### src/rtl/sram_1p_req_arbiter.sv
// sram_1p_req_arbiter
//   Front-end controller for a single-port array macro with 1-cycle read
//   latency. After reset it optionally zero-fills the whole array, then
//   arbitrates independent write and read request channels onto the single
//   RW0 port. When both channels request together, priority alternates. Read
//   data comes back on a valid-qualified response channel. A holding
//   register keeps the last word stable between responses.
//
// Ports
//   clock, reset        clock (also drives the macro), sync active-high reset
//   w_valid/w_ready     write request handshake; w_addr, w_data payload
//   r_valid/r_ready     read request handshake; r_addr payload
//   resp_valid          one-cycle pulse, read data on resp_data
//   resp_data           read data, holds the last returned word otherwise
//   init_done           high once the zero-fill has completed
//   RW0_addr/en/wmode/wdata   macro drive (wmode 1 = write)
//   RW0_rdata           macro read data, valid the cycle after a read
module sram_1p_req_arbiter #(
  parameter int unsigned ADDR_W        = 8,
  parameter int unsigned DATA_W        = 72,
  parameter bit          INIT_ON_RESET = 1'b1
) (
  input  logic              clock,
  input  logic              reset,
  input  logic              w_valid,
  output logic              w_ready,
  input  logic [ADDR_W-1:0] w_addr,
  input  logic [DATA_W-1:0] w_data,
  input  logic              r_valid,
  output logic              r_ready,
  input  logic [ADDR_W-1:0] r_addr,
  output logic              resp_valid,
  output logic [DATA_W-1:0] resp_data,
  output logic              init_done,
  output logic [ADDR_W-1:0] RW0_addr,
  output logic              RW0_en,
  output logic              RW0_wmode,
  output logic [DATA_W-1:0] RW0_wdata,
  input  logic [DATA_W-1:0] RW0_rdata
);

  typedef enum logic {
    ST_INIT = 1'b0,
    ST_RUN  = 1'b1
  } state_t;

  state_t              r_state;
  logic [ADDR_W-1:0]   r_init_addr;
  logic                r_rd_pri;
  logic                r_rd_fire_q;
  logic                r_init_done;
  logic [DATA_W-1:0]   r_hold_q;

  logic                w_run;
  logic                w_wr_fire;
  logic                w_rd_fire;

  assign w_run = (r_state == ST_RUN);

  // Each ready depends only on the other channel's valid and the priority
  // bit, so a lone requester is always granted and a conflict has one winner.
  assign w_ready   = w_run && !(r_valid && r_rd_pri);
  assign r_ready   = w_run && !(w_valid && !r_rd_pri);
  assign w_wr_fire = w_valid && w_ready;
  assign w_rd_fire = r_valid && r_ready;

  assign init_done  = r_init_done;
  assign resp_valid = r_rd_fire_q;
  // Macro output is only meaningful the cycle after a read; otherwise show
  // the held word.
  assign resp_data  = r_rd_fire_q ? RW0_rdata : r_hold_q;

  always_comb begin
    RW0_en    = 1'b0;
    RW0_wmode = 1'b0;
    RW0_addr  = '0;
    RW0_wdata = '0;
    if (!w_run) begin
      RW0_en    = 1'b1;
      RW0_wmode = 1'b1;
      RW0_addr  = r_init_addr;
    end else if (w_wr_fire) begin
      RW0_en    = 1'b1;
      RW0_wmode = 1'b1;
      RW0_addr  = w_addr;
      RW0_wdata = w_data;
    end else if (w_rd_fire) begin
      RW0_en    = 1'b1;
      RW0_addr  = r_addr;
    end
  end

  always_ff @(posedge clock) begin
    if (reset) begin
      r_state     <= INIT_ON_RESET ? ST_INIT : ST_RUN;
      r_init_addr <= '0;
      r_rd_pri    <= 1'b0;
      r_rd_fire_q <= 1'b0;
      r_hold_q    <= '0;
      r_init_done <= !INIT_ON_RESET;
    end else begin
      case (r_state)
        ST_INIT: begin
          r_init_addr <= r_init_addr + ADDR_W'(1);
          if (r_init_addr == '1) begin
            r_state     <= ST_RUN;
            r_init_done <= 1'b1;
          end
        end
        ST_RUN: begin
          if (w_valid && r_valid)
            r_rd_pri <= !r_rd_pri;
        end
        default: r_state <= ST_INIT;
      endcase
      r_rd_fire_q <= w_rd_fire;
      if (r_rd_fire_q)
        r_hold_q <= RW0_rdata;
    end
  end

endmodule

### config.mk
export PLATFORM = sky130hd
export DESIGN_NAME = sram_1p_req_arbiter
export DESIGN_NICKNAME = d
export VERILOG_FILES = /design/src/rtl/sram_1p_req_arbiter.sv
export SDC_FILE = /design/constraint.sdc
export NUM_CORES = 1
export LEC_CHECK = 0
export BUFFER_PORTS_ARGS = -buffer_cell sky130_fd_sc_hd__buf_4
export CAP_MARGIN = 5
export CORE_AREA = 2 2 124 126
export DETAILED_ROUTE_END_ITERATION = 10
export DIE_AREA = 0 0 126 128
export GPL_TIMING_DRIVEN = 0
export PLACE_DENSITY_LB_ADDON = 0.15
export SYNTH_ARGS = -nofsm -noshare
export SYNTH_HDL_FRONTEND = slang
export SYNTH_SLANG_ARGS = --single-unit
### constraint.sdc
create_clock -name clock -period 1.5 [get_ports clock]
set_clock_uncertainty 0.1 [all_clocks]
set_input_delay 0.15 -clock clock [delete_from_list [all_inputs] [get_ports clock]]
set_output_delay 0.15 -clock clock [all_outputs]
set_load 0.01 [all_outputs]
Word-level counts from Yosys, hierarchy flattened
Cells that the tools add are included.
- output and inout bits: 158
- input port bits: 164
- register bits after elaboration: 84
- word-level logic and storage cells: 34
- multiplexer cells: 13
- reductions and logical operators: 12
- eq/ne operators: 1
- bitwise gates (word level): 1
- add/subtract/negate cells: 1
- operator list (cell ; number):
    2-to-1 mux 72 bit ; 3
    2-to-1 mux 8 bit ; 3
    adder 8 x 1 -> 8 bit (second input constant) ; 1
    == test 8 bit (second input constant) ; 1
    logical AND 1 bit ; 7
    2-to-1 mux 1 bit ; 7
    AND reduction 2 bit ; 2
    logical NOT 1 bit ; 3
    inverter 1 bit ; 1

Depth between registers and ports, before layout
Gate-level depths: netlist (run 1).
- depth after elaboration: 8
- gate-level depth with buffers: 5
- gate-level depth less buffers: 4

Worst setup path after synthesis (run 1)
OpenSTA, ideal clock, no wires.
- kind: register to register
- start: register r_rd_fire_q (netlist: resp_valid)
- end: register r_hold_q[10]
- path buffers: 2
- required time: 1.285 ns
- arrival time: 1.273 ns
- cell stages (with the launch flop): 5
- path slack: 0.012 ns
- path through: dfxtp_1 > buf_2 > buf_4 > mux2_1 > and2_1
- word-level cells in the longest chain between the ends: 1
- RTL lines (element ; line ; RTL):
    start: declaration ; 50 ; logic r_rd_fire_q;
    start signal: assignment ; 116 ; r_rd_fire_q <= w_rd_fire;
    2-to-1 mux 72 bit ; - ;
    net resp_data[10] ; 33 ; output logic [DATA_W-1:0] resp_data,
    end signal: assignment ; 118 ; r_hold_q <= RW0_rdata;
    end: declaration ; 52 ; logic [DATA_W-1:0] r_hold_q;
The timed path passes the listed nets, and every way through them passes these cells.
A chain may end at the register's enable or synchronous reset.

Worst setup path after layout (run 1)
- start: register r_rd_pri
- end: output port RW0_addr[4]
- word-level cells in the longest chain between the ends: 8
- elaborated cells on any way between the ends: 12
- RTL lines (element ; line ; RTL):
    start: declaration ; 49 ; logic r_rd_pri;
    start signal: assignment ; 112 ; r_rd_pri <= !r_rd_pri;
    logical NOT 1 bit ; 63 ; assign r_ready = w_run && !(w_valid && !r_rd_pri);
    logical AND 1 bit ; 63 ;
    logical NOT 1 bit ; 63 ;
    logical AND 1 bit ; 63 ;
    logical AND 1 bit ; 65 ; assign w_rd_fire = r_valid && r_ready;
    2-to-1 mux 8 bit ; 87 ; end else if (w_rd_fire) begin
    2-to-1 mux 8 bit (*) ; 82 ; end else if (w_wr_fire) begin
    2-to-1 mux 8 bit (*) ; 78 ; if (!w_run) begin
    end: declaration ; 35 ; output logic [ADDR_W-1:0] RW0_addr,
Mark *: on every way between the ends. The rest lies on a longest branch, timed or not.

==> results of run 1 <==
cell type report:
cell class	count	area share
buffer	27	0.0360
clock buffer	11	0.0288
clock inverter	5	0.00684
inverter	1	0.000427
multi-input combinational	276	0.299
sequential	84	0.193
tap	188	0.0268
timing repair buffer	362	0.410
power breakdown:
part | leakage (nW) | switching (mW) | total [mW] | internal, mW
registers | 0.679 | 0.00914 | 2.24 | 2.23
clock network | 0.152 | 0.895 | 2.28 | 1.38
logic | 3.36 | 0.125 | 0.433 | 0.308
total | 4.19 | 1.03 | 4.95 | 3.92
logic make-up after synthesis:
kind of cell	after synthesis	synth area share
and+or+nand+nor	181	0.282
DFF	84	0.425
muxes	73	0.207
buffers and inverters	29	0.0379
AOI/OAI and AO/OA	17	0.0357
xor gates and xnor gates	4	0.00885
adders and majority gates	1	0.00316
cell usage in the layout (no fill, tap or decap), types with 2 or more instances in the layout:
master,n
buf_2,2
buf_12,8
dfxtp_1,81
clkinv_4,2
dfxtp_4,3
buf_4,177
buf_8,13
a221o_1,8
buf_16,4
clkbuf_8,12
and2_4,79
a21oi_1,2
nor2b_1,12
xor2_1,3
mux2_4,72
nand3_1,2
a32o_1,2
clkbuf_16,13
nand2_1,3
o21ai_0,3
nor2_1,6
or3_1,2
buf_6,163
clkbuf_1,7
and2_1,67
worst min-delay path: stages:
cell and delay (ps):
buf_4 70, mux2_4 140, and2_1 110
sequential cells by signal, indices dropped and copies added, names as in the netlist:
name         cells
init_done        1
r_init_addr      8
r_rd_pri         1
r_state          1
resp_valid       1
r_hold_q        72
per-stage QoR:
stage,setup slack [ps],setup TNS [ps]
after global routing,-376,-46600
after detailed placement,-215,-25550
after floorplan,12.4,0
after global placement,-188,-21020
final,-329,-38600
after CTS,-370,-44190
layer usage:
metal  global-route usage  vias up
li1                     -     2024
met1                0.183     1996
met2                0.344      179
met3               0.0693        9
met4               0.0478        0
met5                    0        -
timing repair:
item,CTS,global route
resized for setup,304,107
hold buffers,1,0
endpoints found under the hold margin,1,0
cloned,14,4
pin swaps,8,1
setup endpoints to repair,226,163
buffers inserted,14,12
worst paths after layout:
check / endpoint / depth (start not counted)
setup / recovery: RW0_addr[4] / 6
hold / removal: r_hold_q[2] / 3
hold reg to reg: init_done / 1
setup reg to reg: r_hold_q[18] / 7
==> qor.txt, run 1 <==
TIMING
---------------------------------------------------------------------------------
Final slew viol count ..............................................            0
Fmax ...............................................................    0.547 GHz
Actual transition at the worst max-transition pin ..................       340 ps
Number of setup violations in the final report .....................          161
Shortest period the worst path allows ..............................      1830 ps
Final-report hold violation count ..................................            0
Worst slew margin ..................................................        0.773
Final Worst Setup Slack ............................................      -329 ps
Final Cycle Share ..................................................         1.22
Tightest hold margin ...............................................      71.6 ps
Setup repair after global routing missed its margin ................         true

PLACED DESIGN
---------------------------------------------------------------------------------
Dpl hpwl ...........................................................     10700 um
Placed Instance Area ...............................................    6600 um^2
Cells after DPL ....................................................          898
Final RePlAce weighted congestion ..................................        0.792
Number of buffer cells added on primary ports ......................          321

CRITICAL PATH
---------------------------------------------------------------------------------
Nature of the critical path startpoint .............................         flop
CP Data Required Time ..............................................      1250 ps
RR Startpoint ......................................................   resp_valid
Critical path class ................................................ flop to output pin
Total buffers and inverters traversed by the critical path .........            4
Endpoint class of the critical path ................................   output pin
Critical path fanouts, max .........................................           10
Largest incremental delay on the critical path .....................       350 ps
Slack of the worst reg-to-reg path .................................      -150 ps
Kind of cell with the highest combined delay on the critical path .. buffers and inverters
CP arrival .........................................................      1580 ps
Critical path's slowest cell .......................................      dfxtp_4
CP dominant cell by count ..........................................        buf_6
Worst setup path start .............................................     r_rd_pri
Critical path, cell by cell ........................................ buf_6, a21oi_4, buf_6, buf_8, a221o_1, buf_6

DETAILED ROUTING
---------------------------------------------------------------------------------
Routed length on met1 ..............................................      5620 um
First-pass DRT Iterations ..........................................            4
Detailed-routed wire length on met3 ................................      1350 um
Initial DRC Count ..................................................           68
Number of DRC violations after detailed routing ....................            0
Average detailed-routed wire length per instance ...................      16.5 um
Antenna-violating nets left ........................................            0
Sum of routed wire length over all layers ..........................     15700 um
Vias per cell ......................................................         4.41
Highest metal layer with signal wires ..............................         met4
Via count ..........................................................         4208
Metal2 WL ..........................................................      8590 um

LOGIC SYNTHESIS
---------------------------------------------------------------------------------
Post-synthesis sequential element count ............................           84
Synth Instances ....................................................          389
Area of the mapped netlist .........................................    3960 um^2
Sequential area share after synthesis ..............................        0.425
Synth top area cells ............................................... dfxtp_1 42%, and2_1 23%, mux2_1 18%
Post-synthesis async set-or-reset flop share .......................            0
Number of flops mapped to enable cells by yosys ....................            0
Synthesis warning total ............................................            0
Post-Synthesis Mean Instance Area ..................................    10.2 um^2
Top-count cell post-synth ..........................................       and2_1
List of most frequent post-synthesis cells ......................... 146 x and2_1, 84 x dfxtp_1, 65 x mux2_1, 14 x clkbuf_1, 12 x nor2b_1
Post-synth top area share ..........................................        0.425
Unique masters post-synth ..........................................           32
Library cell occupying the most area in the post-synthesis netlist .      dfxtp_1
Primary FF master, synth ...........................................      dfxtp_1
Net count of the mapped netlist ....................................          554

FLOW RUN
---------------------------------------------------------------------------------
Max-cap violation count ............................................            0

LAYOUT
---------------------------------------------------------------------------------
Sequential cell area in the final layout ...........................    1690 um^2
Utilization of the core after routing ..............................        0.591
Layout-stage area growth over the synthesis result .................         122%
Post-route non-filler standard cell count ..........................          954
Fill cells .........................................................         1261
Ant. Diodes ........................................................            0
# nets final .......................................................          926
Area used by multi-input combinational logic .......................    2620 um^2
Post-route cell area ...............................................    8780 um^2
Layout cells sized above 1 .........................................        0.730

CLOCK NETWORK
---------------------------------------------------------------------------------
Skew-Pair Late Insertion Delay .....................................       330 ps
Clock buffer count from CTS ........................................            9
Maximum clock path buffer count ....................................            2
Sink count of the clock tree .......................................           84
Clock-pin slew on the worst setup and hold paths ...................        60 ps
TritonCTS clock tree ...............................................        built
CTS H-tree lvls ....................................................            3
Clk Tree Root Cell .................................................    clkbuf_16

GRT
---------------------------------------------------------------------------------
Number of global-route vias before repair ..........................         4475
Wire length of the first global-routing pass .......................     23000 um
Antenna violations before repair ...................................            0
Overflow left after global routing .................................            0
Gr usage total .....................................................        0.180
Largest net degree at the start of global routing ..................           15

FLOORPLAN
---------------------------------------------------------------------------------
# IOs ..............................................................          322
Die area ...........................................................   16100 um^2
Floorplan core area ................................................   14900 um^2
Floorplan row count ................................................           45
Die outline width ..................................................       126 um
Initial standard-cell utilization of the core ......................        0.266
Die Y ..............................................................       128 um

POWER AND IR DROP
---------------------------------------------------------------------------------
Maximum vdd drop ...................................................       453 uV
Leak pwr ...........................................................      4.19 nW
Sum of internal, switching and leakage power .......................      4.95 mW
Power density normalized to cell area ..............................  564 nW/um^2

STATUS
---------------------------------------------------------------------------------
Run status ......................................................... complete, but fails checks
Violated checks .................................................... negative setup slack

HOLD PATH
---------------------------------------------------------------------------------
Hold path startpoint ............................................... RW0_rdata[2]
Worst Hold Class ................................................... input port to flop

(Power assumes the default switching activity.)
==> run 2: changes to the inputs <==
--- a/config.mk
+++ b/config.mk
@@ -11,7 +11,8 @@
 export DETAILED_ROUTE_END_ITERATION = 10
 export DIE_AREA = 0 0 126 128
 export GPL_TIMING_DRIVEN = 0
-export PLACE_DENSITY_LB_ADDON = 0.15
+export PLACE_DENSITY_LB_ADDON = 0.25
+export REMOVE_ABC_BUFFERS = 1
 export SYNTH_ARGS = -nofsm -noshare
 export SYNTH_HDL_FRONTEND = slang
 export SYNTH_SLANG_ARGS = --single-unit
==> qor.txt, run 2 (synthesis results as in run 1) <==
LAYOUT
----------------------------------------------------------------------------
Layout-stage area growth over the synthesis result ............         113%
Top reg by flops ..............................................     r_hold_q
Leading cell type in the layout, fill and taps excluded .......        buf_4
Post-route non-filler standard cell count .....................          928   -2.7%
Sequential cell area in the final layout ......................    1690 um^2   unchanged
# nets final ..................................................          901   -2.7%
Layout cells sized above 1 ....................................        0.703   -0.0271
Largest register FFs ..........................................           72   unchanged
Ant. Diodes ...................................................            0   unchanged
Area used by multi-input combinational logic ..................    2620 um^2   unchanged
Fill cells ....................................................         1264   +0.24%
Utilization of the core after routing .........................        0.568   -0.0227
Top library cells by usage in the layout, fill and taps aside . 198 x buf_4, 137 x buf_6, 85 x and2_1
Registers with the most flip-flops ............................ r_hold_q x72, r_init_addr x8

CRITICAL PATH
----------------------------------------------------------------------------
Critical path fanouts, max ....................................            5   -5
Endpoint class of the critical path ...........................   output pin
CP Data Required Time .........................................      1250 ps   about the same
CP arrival ....................................................      1590 ps   about the same
Nature of the critical path startpoint ........................         flop
Critical path class ........................................... flop to output pin
Reg2Reg Depth .................................................            5   -2

GRT
----------------------------------------------------------------------------
Largest net degree at the start of global routing .............           76   +61
Antenna violations before repair ..............................            0   unchanged
Number of global-route vias before repair .....................         4162   -7.0%
Wire length of the first global-routing pass ..................     23100 um   +0.39%
Gr usage total ................................................        0.186   +0.00580
Overflow left after global routing ............................            0   unchanged

CLOCK NETWORK
----------------------------------------------------------------------------
Sink count of the clock tree ..................................           84   unchanged
Skew-Pair Late Insertion Delay ................................       340 ps   about the same
Clock-pin slew on the worst setup and hold paths ..............        60 ps   about the same
CTS H-tree lvls ...............................................            3   unchanged
TritonCTS clock tree ..........................................        built
Maximum clock path buffer count ...............................            2   unchanged
Clock buffer count from CTS ...................................            9   unchanged
Clk Tree Root Cell ............................................    clkbuf_16

HOLD PATH
----------------------------------------------------------------------------
Worst Hold Class .............................................. input port to flop
Min-Delay Path Depth ..........................................            4   +1

PLACED DESIGN
----------------------------------------------------------------------------
Number of buffer cells added on primary ports .................          321   unchanged
Dpl hpwl ......................................................     10300 um   -3.8%
Cells after DPL ...............................................          872   -2.9%
Worst slack at placement ......................................      -785 ps   -570 ps
Final RePlAce weighted congestion .............................        0.862   +8.9%

FLOORPLAN
----------------------------------------------------------------------------
Floorplan row count ...........................................           45   unchanged
Initial standard-cell utilization of the core .................        0.266   unchanged
# IOs .........................................................          322   unchanged
Floorplan core area ...........................................   14900 um^2   unchanged
Die outline width .............................................       126 um   unchanged
Die Y .........................................................       128 um   unchanged
Die area ......................................................   16100 um^2   unchanged

DETAILED ROUTING
----------------------------------------------------------------------------
Number of DRC violations after detailed routing ...............            0   unchanged
Sum of routed wire length over all layers .....................     17200 um   +9.2%
Initial DRC Count .............................................          162   +140%
Average detailed-routed wire length per instance ..............      18.5 um   +12%
First-pass DRT Iterations .....................................            4   unchanged
Antenna-violating nets left ...................................            0   unchanged
Vias per cell .................................................         4.55   +3.3%
Via count .....................................................         4227   +0.45%

TIMING
----------------------------------------------------------------------------
Actual transition at the worst max-transition pin .............      1010 ps   +675 ps
Number of setup violations in the final report ................          158   -1.9%
Shortest period the worst path allows .........................      1840 ps   +7.60 ps
Final Cycle Share .............................................         1.22   +0.00507
Final Worst Setup Slack .......................................      -337 ps   -7.60 ps
Final-report hold violation count .............................            0   unchanged
Fmax ..........................................................    0.544 GHz   -0.41%
Worst slew margin .............................................        0.323   -0.450
Setup repair after global routing missed its margin ...........         true
Final slew viol count .........................................            0   unchanged

POWER AND IR DROP
----------------------------------------------------------------------------
Maximum vdd drop ..............................................       609 uV   +34%
Power density normalized to cell area .........................  561 nW/um^2   -0.50%
Leak pwr ......................................................      4.04 nW   -3.6%

STATUS
----------------------------------------------------------------------------
Run status .................................................... complete, but fails checks
Violated checks ............................................... negative setup slack

FLOW RUN
----------------------------------------------------------------------------
Max-cap violation count .......................................            0   unchanged

## run 2: path summary, 6_finish.rpt
check                    to  startpoint  slack (ps)
min reg2reg       init_done   init_done         390
max             RW0_addr[2]     r_state        -340
min          r_init_addr[7]       reset          30
max reg2reg  r_init_addr[7]     r_state         -60
## run 2: final cells by class
class / instances / share of cell area
Timing Repair Buffer: 361 / 0.429
Multi-Input combinational cell: 279 / 0.311
Sequential cell: 84 / 0.200
Clock buffer: 12 / 0.0292
Tap cell: 188 / 0.0279
Clock inverter: 3 / 0.00267
Inverter: 1 / 0.000445
## run 2: stage by stage
step                total power [mW]  TNS, ps  area [um^2]  hold WS [ps]
floorplan                       2.34  -250410         3810           119
global placement                2.69  -420310         6460           323
detailed placement              2.70   -61010         6520           329
CTS                             4.79   -40690         7820          11.8
global route                    4.96   -46470         8440          51.7
finish                          4.74   -38560         8440          29.3
## run 2: routing by layer
metal,global-route usage,share of wire
met1,0.212,0.38
met2,0.335,0.53
met3,0.0442,0.066
met4,0.0750,0.022
met5,0,0
## run 2: critical path: stages, from the launching register on
cell and delay [ps]:
dfxtp_4 360, buf_4 160, and3_4 210, a221o_1 370, buf_6 140
## run 2: timing repair
action | in CTS | in global routing
pin swaps | 22 | 44
gates resized for setup | 159 | 145
hold buffers | 2 | 0
setup buffers | 15 | 8
endpoints found under the setup margin | 225 | 162
endpoints found under the hold margin | 8 | 0
gates cloned | 12 | 6
## run 2: where the power goes
| group | switching (mW) | internal [mW] | leakage [nW] | total (mW) |
|---|---|---|---|---|
| logic | 0.136 | 0.303 | 3.23 | 0.439 |
| clock network | 0.893 | 1.16 | 0.129 | 2.06 |
| registers | 0.0115 | 2.23 | 0.679 | 2.24 |
